===== src/rtl/ll_req_arbiter.sv =====
// Round-robin arbiter sharing one linked-list request/response front end
// between NUM_REQ requesters. Exactly one request is in flight at a time; the
// response is routed back to the granted requester only. A watchdog
// synthesizes an error response if the downstream side goes silent.
//
// state     | meaning
// ----------+-------------------------------------------------------------
// ARB       | idle, picking the next winner from rr_ptr upward
// ISSUE     | request pulse on req_vld / rq_ack is on the outputs
// WAIT_RESP | waiting for resp_vld, watchdog counting
// DELIVER   | buffered response presented on rs_*, waiting for rs_taken
module ll_req_arbiter #(
   parameter int                  NUM_REQ       = 4,
   parameter int                  PTR_WD        = 8,
   parameter int                  DATA_WD       = 32,
   parameter int                  TYPE_WD       = 4,
   parameter int                  TIMEOUT_CYC   = 1024,
   parameter logic [TYPE_WD-1:0]  ERR_RESP_TYPE = 4'd0,
   parameter logic [DATA_WD-1:0]  TIMEOUT_CODE  = 32'hDEAD_0001
) (
   input  logic                        clk,
   input  logic                        reset_n,
   input  logic [NUM_REQ-1:0]          rq_vld,
   input  logic [NUM_REQ*TYPE_WD-1:0]  rq_type,
   input  logic [NUM_REQ*PTR_WD-1:0]   rq_pos,
   input  logic [NUM_REQ*DATA_WD-1:0]  rq_data,
   output logic [NUM_REQ-1:0]          rq_ack,
   output logic [NUM_REQ-1:0]          rs_vld,
   output logic [TYPE_WD-1:0]          rs_type,
   output logic [DATA_WD-1:0]          rs_data,
   output logic                        rs_data_vld,
   input  logic [NUM_REQ-1:0]          rs_taken,
   input  logic                        intf_ready,
   output logic                        req_vld,
   output logic [TYPE_WD-1:0]          req_type,
   output logic [PTR_WD-1:0]           req_pos,
   output logic [DATA_WD-1:0]          req_data,
   input  logic                        resp_vld,
   input  logic [TYPE_WD-1:0]          resp_type,
   input  logic [DATA_WD-1:0]          resp_data,
   input  logic                        resp_data_vld,
   output logic                        resp_taken,
   output logic                        busy,
   output logic                        timeout_err
);

   localparam int ID_WD = (NUM_REQ > 1) ? $clog2(NUM_REQ) : 1;
   localparam logic [NUM_REQ-1:0] ONE_HOT0 = {{(NUM_REQ-1){1'b0}}, 1'b1};

   typedef enum logic [1:0] {ARB, ISSUE, WAIT_RESP, DELIVER} state_t;

   state_t              state, state_nx;
   logic [ID_WD-1:0]    rr_ptr, gnt_id, win_id;
   logic                win_found;
   logic [TYPE_WD-1:0]  win_type;
   logic [PTR_WD-1:0]   win_pos;
   logic [DATA_WD-1:0]  win_data;
   logic [31:0]         tmo_cnt;
   logic                expire, grant, take;

   // Rotating priority search: first requester at or above rr_ptr, wrapping.
   always_comb begin
      int               idx;
      logic [ID_WD-1:0] cand;
      win_id    = '0;
      win_found = 1'b0;
      idx       = 0;
      cand      = '0;
      for (int i = 0; i < NUM_REQ; i++) begin
         idx = int'(rr_ptr) + i;
         if (idx >= NUM_REQ) idx = idx - NUM_REQ;
         cand = ID_WD'(idx);
         if (!win_found && rq_vld[cand]) begin
            win_id    = cand;
            win_found = 1'b1;
         end
      end
   end

   // Select the winner's request fields with constant slices only.
   always_comb begin
      win_type = '0;
      win_pos  = '0;
      win_data = '0;
      for (int i = 0; i < NUM_REQ; i++) begin
         if (win_id == ID_WD'(i)) begin
            win_type = rq_type[i*TYPE_WD +: TYPE_WD];
            win_pos  = rq_pos[i*PTR_WD +: PTR_WD];
            win_data = rq_data[i*DATA_WD +: DATA_WD];
         end
      end
   end

   assign grant  = intf_ready && win_found;
   assign take   = rs_taken[gnt_id];
   assign expire = (TIMEOUT_CYC != 0) && (tmo_cnt == 32'(TIMEOUT_CYC - 1));

   // State register.
   always_ff @(posedge clk or negedge reset_n) begin
      if (!reset_n) state <= ARB;
      else          state <= state_nx;
   end

   // Next-state logic; a real response beats a same-cycle watchdog expiry.
   always_comb begin
      state_nx = state;
      case (state)
         ARB:       if (grant) state_nx = ISSUE;
         ISSUE:     state_nx = WAIT_RESP;
         WAIT_RESP: if (resp_vld || expire) state_nx = DELIVER;
         DELIVER:   if (take) state_nx = ARB;
         default:   state_nx = ARB;
      endcase
   end

   // Registered outputs, grant bookkeeping, response buffer and watchdog.
   always_ff @(posedge clk or negedge reset_n) begin
      if (!reset_n) begin
         rq_ack      <= '0;
         rs_vld      <= '0;
         rs_type     <= '0;
         rs_data     <= '0;
         rs_data_vld <= 1'b0;
         req_vld     <= 1'b0;
         req_type    <= '0;
         req_pos     <= '0;
         req_data    <= '0;
         resp_taken  <= 1'b0;
         busy        <= 1'b0;
         timeout_err <= 1'b0;
         rr_ptr      <= '0;
         gnt_id      <= '0;
         tmo_cnt     <= '0;
      end else begin
         rq_ack     <= '0;
         req_vld    <= 1'b0;
         resp_taken <= 1'b0;
         busy       <= (state_nx != ARB);
         case (state)
            ARB: begin
               if (grant) begin
                  req_vld  <= 1'b1;
                  rq_ack   <= ONE_HOT0 << win_id;
                  req_type <= win_type;
                  req_pos  <= win_pos;
                  req_data <= win_data;
                  gnt_id   <= win_id;
               end
            end
            WAIT_RESP: begin
               if (resp_vld) begin
                  rs_type     <= resp_type;
                  rs_data     <= resp_data;
                  rs_data_vld <= resp_data_vld;
                  resp_taken  <= 1'b1;
                  rs_vld      <= ONE_HOT0 << gnt_id;
                  tmo_cnt     <= '0;
               end else if (expire) begin
                  rs_type     <= ERR_RESP_TYPE;
                  rs_data     <= TIMEOUT_CODE;
                  rs_data_vld <= 1'b1;
                  timeout_err <= 1'b1;
                  rs_vld      <= ONE_HOT0 << gnt_id;
                  tmo_cnt     <= '0;
               end else begin
                  tmo_cnt <= tmo_cnt + 32'd1;
               end
            end
            DELIVER: begin
               if (take) begin
                  rs_vld <= '0;
                  rr_ptr <= (gnt_id == ID_WD'(NUM_REQ - 1)) ? '0 : gnt_id + 1'b1;
               end
            end
            default: ;
         endcase
      end
   end

endmodule


===== config.mk =====
export PLATFORM = sky130hd
export DESIGN_NAME = ll_req_arbiter
export DESIGN_NICKNAME = d
export VERILOG_FILES = /design/src/rtl/ll_req_arbiter.sv
export SDC_FILE = /design/constraint.sdc
export NUM_CORES = 1
export LEC_CHECK = 0
export CORE_MARGIN = 4
export CORE_UTILIZATION = 35
export CTS_CLUSTER_DIAMETER = 100
export DETAILED_ROUTE_END_ITERATION = 12
export GPL_TIMING_DRIVEN = 1
export PLACE_DENSITY_LB_ADDON = 0.1
export SYNTH_ARGS = -nofsm -noshare
export SYNTH_HDL_FRONTEND = slang
export SYNTH_SLANG_ARGS = --single-unit

===== constraint.sdc =====
create_clock -name clk -period 2.6 [get_ports clk]
set_input_delay 0.52 -clock clk [delete_from_list [all_inputs] [get_ports clk]]
set_output_delay 0.52 -clock clk [all_outputs]
set_load 0.03 [all_outputs]

==> run metrics, run 1 <==
status complete, no violations; gpl congestion 0.871; most common cell after layout, fill and taps aside clkdlybuf4s50_1; # setup viols final 0; Pleak 4.50 nW; Synth top area share 50.6%; first-pass GRT wire length 34000 µm; final setup skew 0.0115 ns; Post-CTS Resized 0; WS Path Type reg2reg; Vias 5932; number of top-level pins 318; Sink Count 131; Final Max Tran Viols 0; ANT nets after route 0; Layout area overhead 63.4%; headroom to the max-slew limit 45.3%; setup tns final 0 ns; RSZ-0062 raised after global routing false; WL per Instance 20.2 µm; WL final 22900 µm; Peak VDD IR 0.448 mV; sequential-to-total area share from yosys stat 50.6%; Cell Area, Placed 10000 µm²; YS warnings 0; gate count after technology mapping 570; CTS tree done; commonest register cell after synthesis dfrtp_1; asr flop ratio synth 100%; row cnt 49; worst setup margin 0.320 ns; commonest non-fill, non-tap cells in the layout clkdlybuf4s50_1 (316), dfrtp_1 (131), mux2i_1 (89); All-Layer GR Usage 21.5%; Post-Synthesis Net Count 800; Power Density 1050 nW/µm²; final routed DRC violation total 0; dominant cell type by area after synthesis dfrtp_1; CTS Hold Bufs 0; dpl ws 0.102 ns; vias in the first global route 6360; synthesized cell area 6480 µm²; largest net degree at the start of global routing 63; clk buf depth 2; setup bufs post-CTS 0; #FFs+latches synth 131; port bufs 317; Worst-Margin Slew 0.813 ns; Routed met1 length 9030 µm; total chip power 11.2 mW; main area contributors after synthesis dfrtp_1 (51%), mux2i_1 (14%), a221oi_1 (4.9%); Detail Route met3 WL 1590 µm; Crit. End Element register; Tcrit/Tclk final 87.7%; core footprint 18100 µm²; CTS Root Cell clkbuf_16; number of enable flip-flop cells after synthesis 0; post-route cell area 10600 µm²; initial core utilization 35.8%; Hold Fails Final Rpt 0; min-delay worst type in2async; CP startpoint kind register; crit-path max FO 30; crit path DAT 2.58 ns; DR WL met2 11900 µm; TritonRoute pass-1 iters 5; initial antenna violation count 2; Die Y 144 µm; fmax 439 MHz; full die area 20800 µm²; Cell variety after synth 54; HPWL Detailed 17600 µm; Max Cap Violations 0; Die Wd 144 µm; number of DRC markers in iteration 0 263; worst hold slack 0.0847 ns; Tmin final 2.28 ns; Worst-Skew Late Latency 0.42 ns; Total Nets Final 1119; Crit path required time 2.90 ns; drt via density 5.24; Max Used Layer met4; layout cells sized above 1 9.31%; TritonCTS Buffers 17; Clock Pin Slew Worst Setup and Hold Paths 0.06 ns; Remaining Overflow, GRT 0; H-tree Lvls 4; Synth Area per Inst 11.4 µm²
[critical path, stage by stage, from the launching register on]
cell and delay [ns]:
dfrtp_1 0.45, nor4_1 0.35, nand4_1 0.23, o41ai_4 0.47, and2_4 0.36, buf_12 0.22, nor2_1 0.07
[through the flow]
| stage | instances | util [%] |
|---|---|---|
| finish | 1133 | 58.6 |
| global route | 1133 | 58.6 |
| CTS | 1131 | 58.5 |
| detailed placement | 1099 | 55.4 |
| global placement | 1099 | 55.4 |
| floorplan | 570 | - |
[cells in the mapped netlist, types with 5 or more instances]
library cell  instances
xnor2_1               7
mux2i_1              89
nand2_1              25
a22o_1               10
nor4_1                5
and3_1                7
a22o_2               18
clkbuf_1             11
nand3_1              12
buf_2                12
nand4_1              14
xor2_1               23
nor3_1                5
a221oi_1             36
ha_1                  5
dfrtp_1             131
o21ai_0               5
nor2_1               81
inv_1                 9
o22a_1               13
o221ai_1              8
[power breakdown]
group          internal (mW)  leakage (nW)  switching, mW
sequential              2.77          1.62          0.496
combinational           2.62          2.62           2.99
clock                   1.36         0.272          0.916
total                   6.75          4.50           4.40
[cells by family after synthesis]
family          Yosys count  share of synthesized area (%)
mux                      91                           14.3
simple gates            168                           12.4
fa+ha+maj                 5                          0.965
flops                   131                           50.6
compound gates          100                           13.7
buf+inv                  45                           3.99
xor+xnor                 30                           4.05
[per-layer routing]
metal | GRT usage [%] | vias up
li1 | - | 2749
met1 | 25.1 | 2930
met5 | 0 | -
met4 | 6.49 | 0
met3 | 8.07 | 30
met2 | 36.8 | 223
[final timing paths]
path | startpoint | cells after the start | endpoint | slack [ns]
min in group clk | timeout_err | 1 | timeout_err | 0.50
max in group asynchronous | reset_n | 2 | req_data[19] | 1.88
min reg2reg | timeout_err | 1 | timeout_err | 0.50
min | reset_n | 1 | tmo_cnt[17] | 0.08
max reg2reg | tmo_cnt[10] | 6 | tmo_cnt[25] | 0.32
max | tmo_cnt[10] | 6 | tmo_cnt[25] | 0.32
[state kept, by name, indices dropped and copies added (netlist names), 4 cells and up]
| register | count |
|---|---|
| tmo_cnt | 32 |
| rq_ack | 4 |
| rs_data | 32 |
| rs_type | 4 |
| req_pos | 8 |
| req_type | 4 |
| req_data | 32 |
| rs_vld | 4 |
[area by class of cell]
class	count	area, µm²
sequential	131	3280
tap	229	287
timing repair buffer	334	3450
clock buffer	20	457
antenna	2	5.00
inverter	11	41.3
multi-input combinational	394	2970
clock inverter	12	108
fill	1495	7490
(Power assumes the default switching activity.)
==> inputs of run 2 (changes only) <==
ABC_AREA = 1   (was default)
==> run 2 against run 1 <==
Worst hold slack worse by 0.027 ns. Cell count grew 62%. Non-clock buffer count up 11. Fmax is 2.2% lower. Via count up 46%. Total power rose by 30%. Sequential cell count unchanged. Sequential power is essentially flat. Clock skew hardly changed. Worst setup slack worse by 0.051 ns.
==> run metrics, run 2 <==
Final Max Tran Viols 0 (unchanged); initial core utilization 35.5% (-0.35 points); Synth Area per Inst 6.55 µm² (-42%); Clock Pin Slew Worst Setup and Hold Paths 0.07 ns (about the same); most common cell in the netlist nand2_1; Synth top area share 40.9% (-9.6 points); Cell Area, Placed 11600 µm² (+16%); crit-path max FO 12 (-60%); layout cells sized above 1 5.35% (-4.0 points); Post-Synthesis Net Count 1454 (+82%); ANT nets after route 0 (unchanged); crit path launch rr_ptr[0]; Layout area overhead 52.1%; drt via density 4.71 (-10%); HPWL Detailed 21200 µm (+20%); Post-synth top cells nand2_1 (461), inv_1 (177), nor2_1 (139); Tcrit/Tclk final 89.7% (+2.0 points); min-delay worst type in2async; main area contributors after synthesis dfrtp_1 (41%), nand2_1 (22%), inv_1 (8.3%); number of top-level pins 318 (unchanged); All-Layer GR Usage 22.0% (+0.54 points); Die Wd 159 µm (+11%); Crit path top cell by count nand2_1; setup bufs post-CTS 0 (unchanged); YS warnings 0 (unchanged); Die Y 159 µm (+11%); R2R setup slack 0.27 ns (-0.05 ns); Crit. End Element register; WL per Instance 15.5 µm (-23%); status complete, no violations; RSZ-0062 raised after global routing false; # setup viols final 0 (unchanged); CTS Root Cell clkbuf_16; CTS tree done; Worst path slowest cell dfrtp_2; first-pass GRT wire length 45600 µm (+34%); commonest register cell after synthesis dfrtp_1; gate count after technology mapping 1224 (+110%); Pleak 6.16 nW (+37%); Total Nets Final 1767 (+58%); core footprint 22600 µm² (+25%); CP max stage delay 0.49 ns (+0.02 ns); commonest non-fill, non-tap cells in the layout nand2_1 (460), clkdlybuf4s50_1 (316), inv_1 (177); most common cell after layout, fill and taps aside nand2_1; number of DRC markers in iteration 0 452 (+72%); gpl congestion 0.885 (+1.6%); sequential-to-total area share from yosys stat 40.9% (-9.6 points); Peak VDD IR 0.602 mV (+34%); headroom to the max-slew limit 65.5% (+20 points); row cnt 55 (+12%); largest net degree at the start of global routing 73 (+16%); Max Cap Violations 0 (unchanged); number of enable flip-flop cells after synthesis 0 (unchanged); Worst-Margin Slew 0.516 ns (-0.297 ns); H-tree Lvls 4 (unchanged); TritonRoute pass-1 iters 5 (unchanged); asr flop ratio synth 100% (unchanged); CP Cell Sequence inv_2 > nand2_1 > nand2_1 > nand2_1 > nand2_2 > inv_2 > a21oi_1 > nand2_1 > nand2_2 > nand2_1 > buf_12 > or2_2 > nand2_1 > nand2_1; Largest regs req_data x32, rs_data x32, tmo_cnt x32; fmax 429 MHz (-2.2%); WS Path Type reg2reg; vias in the first global route 8499 (+34%); total chip power 14.5 mW (+30%); WL final 28500 µm (+24%); Power Density 1190 nW/µm² (+13%); dominant cell type by area after synthesis dfrtp_1; setup tns final 0 ns (unchanged); TritonCTS Buffers 17 (unchanged); final routed DRC violation total 0 (unchanged); synthesized cell area 8010 µm² (+24%); Remaining Overflow, GRT 0 (unchanged); Crit path required time 2.91 ns (about the same); Sink Count 131 (unchanged); dpl ws -0.112 ns (-0.214 ns); FF-to-FF path depth 14 (+8); initial antenna violation count 2 (unchanged); Vias 8644 (+46%); Worst-Skew Late Latency 0.41 ns (about the same); RR Startpoint rr_ptr[0]; CP startpoint kind register; worst setup margin 0.269 ns (-0.0509 ns); Hold Fails Final Rpt 0 (unchanged); Tmin final 2.33 ns (+0.0509 ns); Cell variety after synth 37 (-31%); crit path DAT 2.64 ns (+0.06 ns); port bufs 317 (unchanged); full die area 25400 µm² (+22%); post-route cell area 12200 µm² (+15%); final setup skew 0.0115 ns (+0.0000629 ns); worst reg2reg endpoint req_pos[4]; Critical Path End req_pos[4]; #FFs+latches synth 131 (unchanged); clk buf depth 2 (unchanged)
## run 2: changes by cell type after synthesis, sizes merged, moves of 13 or more
cell and change:
buf +14, nand2 +438, o22a -13, a221oi -36, nor2 +62, mux2i -89
inv +171, o21ai +43, a21oi +15, xor2 -17, nand3 +104, nor3 +15
a22o -28
## run 2: layout make-up
type,count,area [µm²]
antenna,2,5.00
timing repair buffer,345,3530
clock buffer,17,425
inverter,183,687
multi-input combinational,859,3750
fill,2210,10400
tap,285,357
clock inverter,15,161
sequential,131,3280
## run 2: worst min path at each step
stage / from / end / slack [ns] / cells after the start
after global placement: rs_data[6] / rs_data[6] / 0.45 / 2
after floorplan: reset_n / busy / 0.22 / 0
after detailed placement: rs_data[5] / rs_data[5] / 0.46 / 2
after CTS: reset_n / rs_data[26] / 0.08 / 1
after global routing: reset_n / rs_data[26] / 0.08 / 1
final: reset_n / rs_data[26] / 0.06 / 1
## run 2: stage by stage
step / instances / hold slack [ns] / utilization (%)
after floorplan: 1224 / 0.224 / -
after global placement: 1802 / 0.454 / 51.3
after detailed placement: 1802 / 0.460 / 51.3
after CTS: 1834 / 0.0752 / 53.9
after global routing: 1837 / 0.0768 / 54.0
final: 1837 / 0.0578 / 54.0
## run 2: critical path, delay by kind of cell, from the launching register on
kind / cells / cell delay [ns]
AOI/OAI and AO/OA: 1 / 0.11
DFF: 1 / 0.49
buffers and inverters: 3 / 0.40
and+or+nand+nor: 10 / 1.23
## run 2: cells by family (layout without fill, tap and decap cells)
group | after synthesis | count (layout) | synth area share (%)
adder cells (fa/ha/maj) | 5 | 5 | 0.781
buffers and inverters | 235 | 560 | 12.6
flip-flops | 131 | 131 | 40.9
XOR/XNOR | 7 | 7 | 0.765
other | 0 | 2 | 0
AO/OA/AOI/OAI | 70 | 70 | 4.54
AND/OR/NAND/NOR | 776 | 777 | 40.4
## run 2: layer usage
metal	vias up	GRT usage [%]	wire length, µm
li1	4372	-	-
met5	-	0	0
met4	0	4.93	339
met3	20	6.70	2070
met1	3976	27.3	12000
met2	276	38.0	14100
## run 2: power by group
part	total [mW]	internal (mW)	switching, mW	leakage [nW]
combinational	8.83	3.40	5.43	4.20
clock	2.42	1.37	1.05	0.281
sequential	3.23	2.76	0.466	1.68
## run 2: repair_timing
item	4_1_cts	5_1_grt
endpoints found under the setup margin	0	34
gates resized for setup	0	2
hold buffers	0	0
